[config.mk]
export PLATFORM = sky130hd
export DESIGN_NAME = wb_interconnect_rr_nxm
export DESIGN_NICKNAME = d
export VERILOG_FILES = /design/src/rtl/wb_interconnect_pkg.sv /design/src/rtl/wb_rr_arbiter.sv /design/src/rtl/wb_interconnect_rr_nxm.sv
export SDC_FILE = /design/constraint.sdc
export NUM_CORES = 1
export LEC_CHECK = 0
export ABC_AREA = 1
export BUFFER_PORTS_ARGS = -buffer_cell sky130_fd_sc_hd__buf_4
export CAP_MARGIN = 30
export CORE_AREA = 2 2 392 394
export DETAILED_ROUTE_END_ITERATION = 8
export DIE_AREA = 0 0 394 396
export SLEW_MARGIN = 25
export SYNTH_ARGS = -nofsm -noshare
export SYNTH_HDL_FRONTEND = slang
export SYNTH_SLANG_ARGS = --single-unit
[constraint.sdc]
create_clock -name clk -period 2.6 [get_ports clk]
set_clock_uncertainty 0.15 [all_clocks]
set_input_delay 0.52 -clock clk [delete_from_list [all_inputs] [get_ports clk]]
set_output_delay 0.52 -clock clk [all_outputs]
set_load 0.005 [all_outputs]
[src/rtl/wb_interconnect_pkg.sv]
// ---------------------------------------------------------------------------
// wb_interconnect_pkg
// Shared definitions for the round-robin N x M Wishbone shared-bus
// interconnect: controller state encoding, fixed Wishbone sideband widths,
// and the address-window helpers used by the slave decoder.
// No ports (package).
// ---------------------------------------------------------------------------
package wb_interconnect_pkg;

    // Registered-feedback Wishbone sideband widths.
    localparam int CTI_W  = 3;
    localparam int BTE_W  = 2;

    // Widest address the range helper compares; narrower buses zero-extend.
    localparam int MAX_AW = 64;

    // Bus controller states.
    typedef enum logic [1:0] {
        ST_IDLE     = 2'd0,   // no owner, arbitrating
        ST_BUSY     = 2'd1,   // granted master routed to decoded slave
        ST_ERR_RESP = 2'd2    // one-cycle error reply to the owner
    } wb_state_e;

    // Width of an index able to name n distinct items (at least one bit).
    function automatic int idx_width(input int n);
        return (n > 1) ? $clog2(n) : 1;
    endfunction

    // Inclusive window check: base <= adr <= limit.
    function automatic logic addr_in_range(
        input logic [MAX_AW-1:0] adr,
        input logic [MAX_AW-1:0] base,
        input logic [MAX_AW-1:0] limit
    );
        return (adr >= base) && (adr <= limit);
    endfunction

endpackage

[src/rtl/wb_rr_arbiter.sv]
// ---------------------------------------------------------------------------
// wb_rr_arbiter
// Combinational round-robin arbiter. The search starts one position after
// the previous winner and wraps, so every requester is served within N
// grants.
//   req     in   N       active requests
//   last    in   IW      index of the previous winner
//   gnt     out  N       one-hot winner (all zero when no request)
//   gnt_idx out  IW      binary index of the winner (0 when no request)
// ---------------------------------------------------------------------------
module wb_rr_arbiter
    import wb_interconnect_pkg::*;
#(
    parameter  int N  = 2,
    localparam int IW = idx_width(N)
) (
    input  logic [N-1:0]  req,
    input  logic [IW-1:0] last,
    output logic [N-1:0]  gnt,
    output logic [IW-1:0] gnt_idx
);

    // NOTE: every output gets a default before the search so that no path
    // through this block leaves a value unassigned, which would infer a latch.
    always_comb begin
        int  cand;
        logic found;
        gnt     = '0;
        gnt_idx = '0;
        found   = 1'b0;
        cand    = 0;
        for (int k = 1; k <= N; k++) begin
            cand = (int'(last) + k) % N;
            if (!found && req[IW'(cand)]) begin
                found            = 1'b1;
                gnt[IW'(cand)]   = 1'b1;
                gnt_idx          = IW'(cand);
            end
        end
    end

endmodule

[src/rtl/wb_interconnect_rr_nxm.sv]
// ---------------------------------------------------------------------------
// wb_interconnect_rr_nxm
// Shared-bus Wishbone interconnect: N_MASTERS masters compete round-robin
// for a single bus that is address-decoded onto N_SLAVES slaves. Unmapped
// accesses and stalled slaves (watchdog) are answered with a one-cycle
// error. Every packed port carries index i in slice [i*W +: W].
//
//   clk, rstn                          clock, asynchronous active-low reset
//   m_adr/m_dat_w/m_sel/m_cti/m_bte    master request fields   (in)
//   m_cyc/m_stb/m_we                   master request controls (in)
//   m_dat_r/m_ack/m_err                master responses        (out)
//   s_adr/s_dat_w/s_sel/s_cti/s_bte    slave request fields    (out)
//   s_cyc/s_stb/s_we                   slave request controls  (out)
//   s_dat_r/s_ack/s_err                slave responses         (in)
//   gnt                                one-hot bus owner, 0 when idle
//   timeout                            one-cycle pulse on watchdog expiry
//
// ADDR_RANGES holds one {base,limit} pair per slave, slave 0 in the MSBs and
// base above limit within each pair; both bounds are inclusive and the
// lowest-index matching slave wins.
// ---------------------------------------------------------------------------
module wb_interconnect_rr_nxm
    import wb_interconnect_pkg::*;
#(
    parameter int N_MASTERS     = 2,
    parameter int N_SLAVES      = 7,
    parameter int WB_ADDR_WIDTH = 32,
    parameter int WB_DATA_WIDTH = 32,
    parameter logic [2*N_SLAVES*WB_ADDR_WIDTH-1:0] ADDR_RANGES = '0,
    parameter int TIMEOUT_CYCLES = 255
) (
    input  logic                                     clk,
    input  logic                                     rstn,
    // master side
    input  logic [N_MASTERS*WB_ADDR_WIDTH-1:0]       m_adr,
    input  logic [N_MASTERS*WB_DATA_WIDTH-1:0]       m_dat_w,
    input  logic [N_MASTERS*(WB_DATA_WIDTH/8)-1:0]   m_sel,
    input  logic [N_MASTERS*CTI_W-1:0]               m_cti,
    input  logic [N_MASTERS*BTE_W-1:0]               m_bte,
    input  logic [N_MASTERS-1:0]                     m_cyc,
    input  logic [N_MASTERS-1:0]                     m_stb,
    input  logic [N_MASTERS-1:0]                     m_we,
    output logic [N_MASTERS*WB_DATA_WIDTH-1:0]       m_dat_r,
    output logic [N_MASTERS-1:0]                     m_ack,
    output logic [N_MASTERS-1:0]                     m_err,
    // slave side
    output logic [N_SLAVES*WB_ADDR_WIDTH-1:0]        s_adr,
    output logic [N_SLAVES*WB_DATA_WIDTH-1:0]        s_dat_w,
    output logic [N_SLAVES*(WB_DATA_WIDTH/8)-1:0]    s_sel,
    output logic [N_SLAVES*CTI_W-1:0]                s_cti,
    output logic [N_SLAVES*BTE_W-1:0]                s_bte,
    output logic [N_SLAVES-1:0]                      s_cyc,
    output logic [N_SLAVES-1:0]                      s_stb,
    output logic [N_SLAVES-1:0]                      s_we,
    input  logic [N_SLAVES*WB_DATA_WIDTH-1:0]        s_dat_r,
    input  logic [N_SLAVES-1:0]                      s_ack,
    input  logic [N_SLAVES-1:0]                      s_err,
    // status
    output logic [N_MASTERS-1:0]                     gnt,
    output logic                                     timeout
);

    localparam int AW    = WB_ADDR_WIDTH;
    localparam int DW    = WB_DATA_WIDTH;
    localparam int SW    = WB_DATA_WIDTH / 8;
    localparam int MIW   = idx_width(N_MASTERS);
    localparam int SIW   = idx_width(N_SLAVES);

    // A zero TIMEOUT_CYCLES disables the watchdog; keep the counter one bit
    // wide in that case so the logic still elaborates.
    localparam bit             WD_EN  = (TIMEOUT_CYCLES > 0);
    localparam int             CNT_W  = WD_EN ? $clog2(TIMEOUT_CYCLES + 1) : 1;
    localparam logic [CNT_W-1:0] TO_VAL = CNT_W'(TIMEOUT_CYCLES);

    // ------------------------------------------------------------------
    // State
    // ------------------------------------------------------------------
    wb_state_e             state_q, state_d;
    logic [N_MASTERS-1:0]  gnt_q, gnt_d;
    logic [MIW-1:0]        last_q, last_d;   // also the current owner index
    logic [CNT_W-1:0]      cnt_q, cnt_d;
    logic                  timeout_q, timeout_d;

    // ------------------------------------------------------------------
    // Owner request fields (last_q names the owner while not idle)
    // ------------------------------------------------------------------
    logic [AW-1:0]    g_adr;
    logic [DW-1:0]    g_dat_w;
    logic [SW-1:0]    g_sel;
    logic [CTI_W-1:0] g_cti;
    logic [BTE_W-1:0] g_bte;
    logic             g_cyc, g_stb, g_we;

    assign g_adr   = m_adr  [int'(last_q)*AW    +: AW];
    assign g_dat_w = m_dat_w[int'(last_q)*DW    +: DW];
    assign g_sel   = m_sel  [int'(last_q)*SW    +: SW];
    assign g_cti   = m_cti  [int'(last_q)*CTI_W +: CTI_W];
    assign g_bte   = m_bte  [int'(last_q)*BTE_W +: BTE_W];
    assign g_cyc   = m_cyc  [last_q];
    assign g_stb   = m_stb  [last_q];
    assign g_we    = m_we   [last_q];

    // ------------------------------------------------------------------
    // Address decode: lowest-index slave whose window contains g_adr
    // ------------------------------------------------------------------
    logic           hit;
    logic [SIW-1:0] sel_idx;
    logic           sel_ack, sel_err;

    always_comb begin
        logic [AW-1:0] base, limit;
        hit     = 1'b0;
        sel_idx = '0;
        base    = '0;
        limit   = '0;
        for (int i = 0; i < N_SLAVES; i++) begin
            base  = ADDR_RANGES[((N_SLAVES-1-i)*2+1)*AW +: AW];
            limit = ADDR_RANGES[((N_SLAVES-1-i)*2)*AW   +: AW];
            if (!hit && addr_in_range(MAX_AW'(g_adr), MAX_AW'(base), MAX_AW'(limit))) begin
                hit     = 1'b1;
                sel_idx = SIW'(i);
            end
        end
    end

    assign sel_ack = s_ack[sel_idx];
    assign sel_err = s_err[sel_idx];

    // ------------------------------------------------------------------
    // Arbitration (only consulted in IDLE)
    // ------------------------------------------------------------------
    logic [N_MASTERS-1:0] arb_req, arb_gnt;
    logic [MIW-1:0]       arb_idx;

    assign arb_req = m_cyc & m_stb;

    wb_rr_arbiter #(
        .N       (N_MASTERS)
    ) u_arb (
        .req     (arb_req),
        .last    (last_q),
        .gnt     (arb_gnt),
        .gnt_idx (arb_idx)
    );

    // ------------------------------------------------------------------
    // Watchdog: a stall is a live, mapped strobe the slave leaves unanswered
    // ------------------------------------------------------------------
    logic             stall;
    logic [CNT_W-1:0] cnt_inc;

    assign stall   = (state_q == ST_BUSY) && g_cyc && g_stb && hit && !sel_ack && !sel_err;
    assign cnt_inc = (cnt_q == '1) ? cnt_q : cnt_q + CNT_W'(1);

    // ------------------------------------------------------------------
    // Controller: next state
    // ------------------------------------------------------------------
    always_comb begin
        state_d   = state_q;
        gnt_d     = gnt_q;
        last_d    = last_q;
        cnt_d     = '0;
        timeout_d = 1'b0;
        unique case (state_q)
            ST_IDLE: begin
                if (|arb_req) begin
                    state_d = ST_BUSY;
                    gnt_d   = arb_gnt;
                    last_d  = arb_idx;
                end
            end
            ST_BUSY: begin
                if (!g_cyc) begin
                    // Owner released the bus; always pass through IDLE.
                    state_d = ST_IDLE;
                    gnt_d   = '0;
                end else if (g_stb && !hit) begin
                    state_d = ST_ERR_RESP;
                end else if (stall) begin
                    // The expiring stall is the last one counted; the error
                    // reply then occupies the following cycle.
                    if (WD_EN && (cnt_inc == TO_VAL)) begin
                        state_d   = ST_ERR_RESP;
                        timeout_d = 1'b1;
                    end else begin
                        cnt_d = cnt_inc;
                    end
                end
            end
            ST_ERR_RESP: begin
                state_d = ST_BUSY;
            end
            default: begin
                state_d = ST_IDLE;
                gnt_d   = '0;
            end
        endcase
    end

    // NOTE: non-blocking assignments so every register samples the values
    // that existed before the clock edge, independent of statement order.
    always_ff @(posedge clk or negedge rstn) begin
        if (!rstn) begin
            state_q   <= ST_IDLE;
            gnt_q     <= '0;
            last_q    <= MIW'(N_MASTERS - 1);
            cnt_q     <= '0;
            timeout_q <= 1'b0;
        end else begin
            state_q   <= state_d;
            gnt_q     <= gnt_d;
            last_q    <= last_d;
            cnt_q     <= cnt_d;
            timeout_q <= timeout_d;
        end
    end

    assign gnt     = gnt_q;
    assign timeout = timeout_q;

    // ------------------------------------------------------------------
    // Data path routing. Everything is gated by state, so reset (IDLE)
    // silences all outputs immediately, including mid-transfer.
    // ------------------------------------------------------------------
    always_comb begin
        s_adr   = '0;
        s_dat_w = '0;
        s_sel   = '0;
        s_cti   = '0;
        s_bte   = '0;
        s_cyc   = '0;
        s_stb   = '0;
        s_we    = '0;
        m_dat_r = '0;
        m_ack   = '0;
        m_err   = '0;
        if ((state_q == ST_BUSY) && g_cyc && hit) begin
            s_adr  [int'(sel_idx)*AW    +: AW]    = g_adr;
            s_dat_w[int'(sel_idx)*DW    +: DW]    = g_dat_w;
            s_sel  [int'(sel_idx)*SW    +: SW]    = g_sel;
            s_cti  [int'(sel_idx)*CTI_W +: CTI_W] = g_cti;
            s_bte  [int'(sel_idx)*BTE_W +: BTE_W] = g_bte;
            s_cyc  [sel_idx]                      = 1'b1;
            s_stb  [sel_idx]                      = g_stb;
            s_we   [sel_idx]                      = g_we;
            // Responses pass through unmodified, ack and err alike.
            m_dat_r[int'(last_q)*DW +: DW]        = s_dat_r[int'(sel_idx)*DW +: DW];
            m_ack  [last_q]                       = sel_ack;
            m_err  [last_q]                       = sel_err;
        end else if (state_q == ST_ERR_RESP) begin
            m_err[last_q] = 1'b1;
        end
    end

endmodule
==> metrics.txt <==
critical path required time 1.93 ns; reg2reg end state_q[1]; worst hold path type reg2reg; total wire length 45.0 mm; CP arrival 2.74 ns; Unique masters post-synth 30; Reg2Reg Depth 19; first drt pass iteration count 5; Final #Nets 1755; critical path type reg2out; pre-CTS setup slack -1.05 ns; CP top delay family buffers and inverters; crit path time final 3.41 ns; hold endpoint gnt[0]; initial DRC count 172; worst setup path startpoint last_q; slowest stage cell, crit path dfstp_4; status complete, but fails checks; Synth Instances 1008; non-filler instance count after layout 3397; CTS tree done; P per Cell Area 234 mW/mm^2; final setup violation count 123; clk sink count 13; initial antenna violation count 31; Clock transition at path regs 0.05 ns; VDD IR max 0.000189 V; Initial Util 4.05%; IO buf count 301; Final Total Pwr 2670 uW; CP peak stage delay 0.68 ns; Sum Neg Setup Slack -83.43 ns; max-slew violation count 0; post-synthesis cell area 0.00614 sq mm; hold path start gnt[0]; Fin. Hold Viols 0; chip width 394 microns; syn_area_per_cell 6.09 sq um; hold path cells 2; worst skew pair latency 0.25 ns; Vias/cell 1.76; gr ovfl total 0; RD Place Congestion 0.776; global-route wire length before repair 52.5 mm; Final Cell Area 0.0114 sq mm; Cells after DPL 3355; via count 5985; WL/cell 13.2 microns; clock root buffer clkbuf_16; Tot GR Track Use 5.25%; # IOs 995; failing checks setup timing; cell breakdown of the critical path buf_12 > buf_6 > nand2_2 > nand2_1 > nand2_1 > nor2_2 > buf_6 > nand2_4 > nor2_4 > nand3_4 > buf_6 > clkinv_8 > nand2_4 > buf_12 > buf_4 > nor2_4 > buf_4; RSZ-0062 raised after global routing true; dpl cell area 0.00944 sq mm; most numerous cell on the critical path buf_6; Die Y 396 microns; crit-path max FO 13; clk buf depth 2; WP buf/inv 8; leakage power 0.00554 uW; Seq cells post-synth 13; reg2reg start last_q; largest net degree at the start of global routing 26; CTS Buf Count 3; Die ar. 0.156 sq mm; dpl hpwl 39.9 mm; maximum clock rate 293 MHz; vias in the first global route 4877; critical path startpoint category flip-flop; H-tree Lvls 1; Yosys Warn Count 0; Max-cap violations 0; fin crit share 131%; layout cells sized above 1 41.8%; Final ANT Viol Nets 0; Seq/Total Area, Yosys 5.32%; Area Growth Syn to Fin 85.8%; Std-Cell Rows 143; Critical Path End Type primary output; FF-to-FF setup slack -0.18 ns; Worst Slack Setup Final -0.814 ns; DRC viols 0; core area 0.152 sq mm
## layout make-up
cell class | instances | area (sq um)
fillers | 17927 | 140000
repair buffers | 377 | 3640
clock buffers | 4 | 78.8
well taps | 2030 | 2540
inverters | 97 | 398
diodes | 6 | 15.0
flip-flops and latches | 13 | 330
multi-input cells | 870 | 4400
## worst reg2reg max path, stage by stage, from the launching register on
cell and delay (ns):
dfstp_4 0.68, buf_12 0.18, buf_6 0.13, nand2_2 0.04
nand2_1 0.05, nand2_1 0.06, nor2_2 0.14, buf_6 0.13
nand2_4 0.06, nor2_4 0.10, nand3_4 0.09, buf_6 0.14
buf_4 0.16, nor2_4 0.12, buf_4 0.12, buf_6 0.10
nand3_4 0.07, nand2_2 0.08, nand2_1 0.05, nor2_1 0.09
## power breakdown
group	internal [uW]	switching (uW)
registers	244	38.7
clock network	208	92.8
logic	870	1220
total	1320	1350
## how the worst max path moves through the flow
stage	end	slack (ns)	depth (start not counted)
floorplan	m_dat_r[33]	0.003	12
global placement	s_cti[0]	-1.13	15
detailed placement	s_cti[0]	-1.05	15
CTS	m_dat_r[17]	-0.90	16
global route	m_dat_r[52]	-0.95	16
finish	m_dat_r[56]	-0.81	17
## synth_stat cells, drive strengths merged
| cell | number | area share, % |
|---|---|---|
| nand2 | 196 | 12 |
| conb | 1 | 0.061 |
| inv | 97 | 5.9 |
| a31oi | 2 | 0.20 |
| xnor2 | 2 | 0.29 |
| xor2 | 1 | 0.14 |
| dfrtp | 12 | 4.9 |
| buf | 516 | 63 |
| nand4 | 3 | 0.31 |
| o21bai | 1 | 0.12 |
| ha | 1 | 0.20 |
| nor2 | 98 | 6.2 |
| nor3 | 2 | 0.24 |
| o31ai | 1 | 0.12 |
| a21oi | 6 | 0.49 |
| or2 | 2 | 0.20 |
| o21ai | 16 | 1.3 |
| dfstp | 1 | 0.43 |
| nand3 | 49 | 4.1 |
| nand3b | 1 | 0.18 |
## kinds of logic (layout without fill, tap and decap cells)
family | count (synthesis) | count (layout) | synth area share (%)
buf+inv | 613 | 478 | 68.5
flops | 13 | 13 | 5.32
simple gates | 351 | 351 | 23.2
xor+xnor | 3 | 3 | 0.428
other cells | 1 | 495 | 0.0611
compound gates | 26 | 26 | 2.24
fa+ha+maj | 1 | 1 | 0.204
## registers in the layout (all words and copies together), names as in the netlist
name     cells
timeout      1
state_q      2
last_q       1
cnt_q        8
gnt          1
## layout by cell type, fill, tap and decap left out, drive strengths merged, types with 7 or more instances in the layout
cell	synthesis	routed
inv	97	96
conb	1	489
dfrtp	12	12
o21ai	16	16
nor2	98	98
clkbuf	0	7
buf	516	372
nand3	49	49
nand2	196	196
## per-layer routing
| layer | global-route usage (%) | part of all wire (%) |
|---|---|---|
| met3 | 2.17 | 9.6 |
| met5 | 0 | 0.42 |
| met2 | 8.43 | 46 |
| met4 | 0.746 | 1.1 |
| met1 | 6.65 | 43 |
## repair_timing
action | CTS | global route
endpoints found under the hold margin | 12 | 0
gates resized for setup | 239 | 151
endpoints found under the setup margin | 123 | 123
setup buffers | 15 | 9
pin swaps | 33 | 31
hold buffers | 1 | 0
cloned | 10 | 3
## through the flow
stage,utilization (%),hold WS [ns]
global placement,6.23,0.239
finish,7.52,0.381
floorplan,-,0.0744
global route,7.51,0.443
detailed placement,6.23,0.239
CTS,7.11,0.375
(Power assumes the default switching activity.)
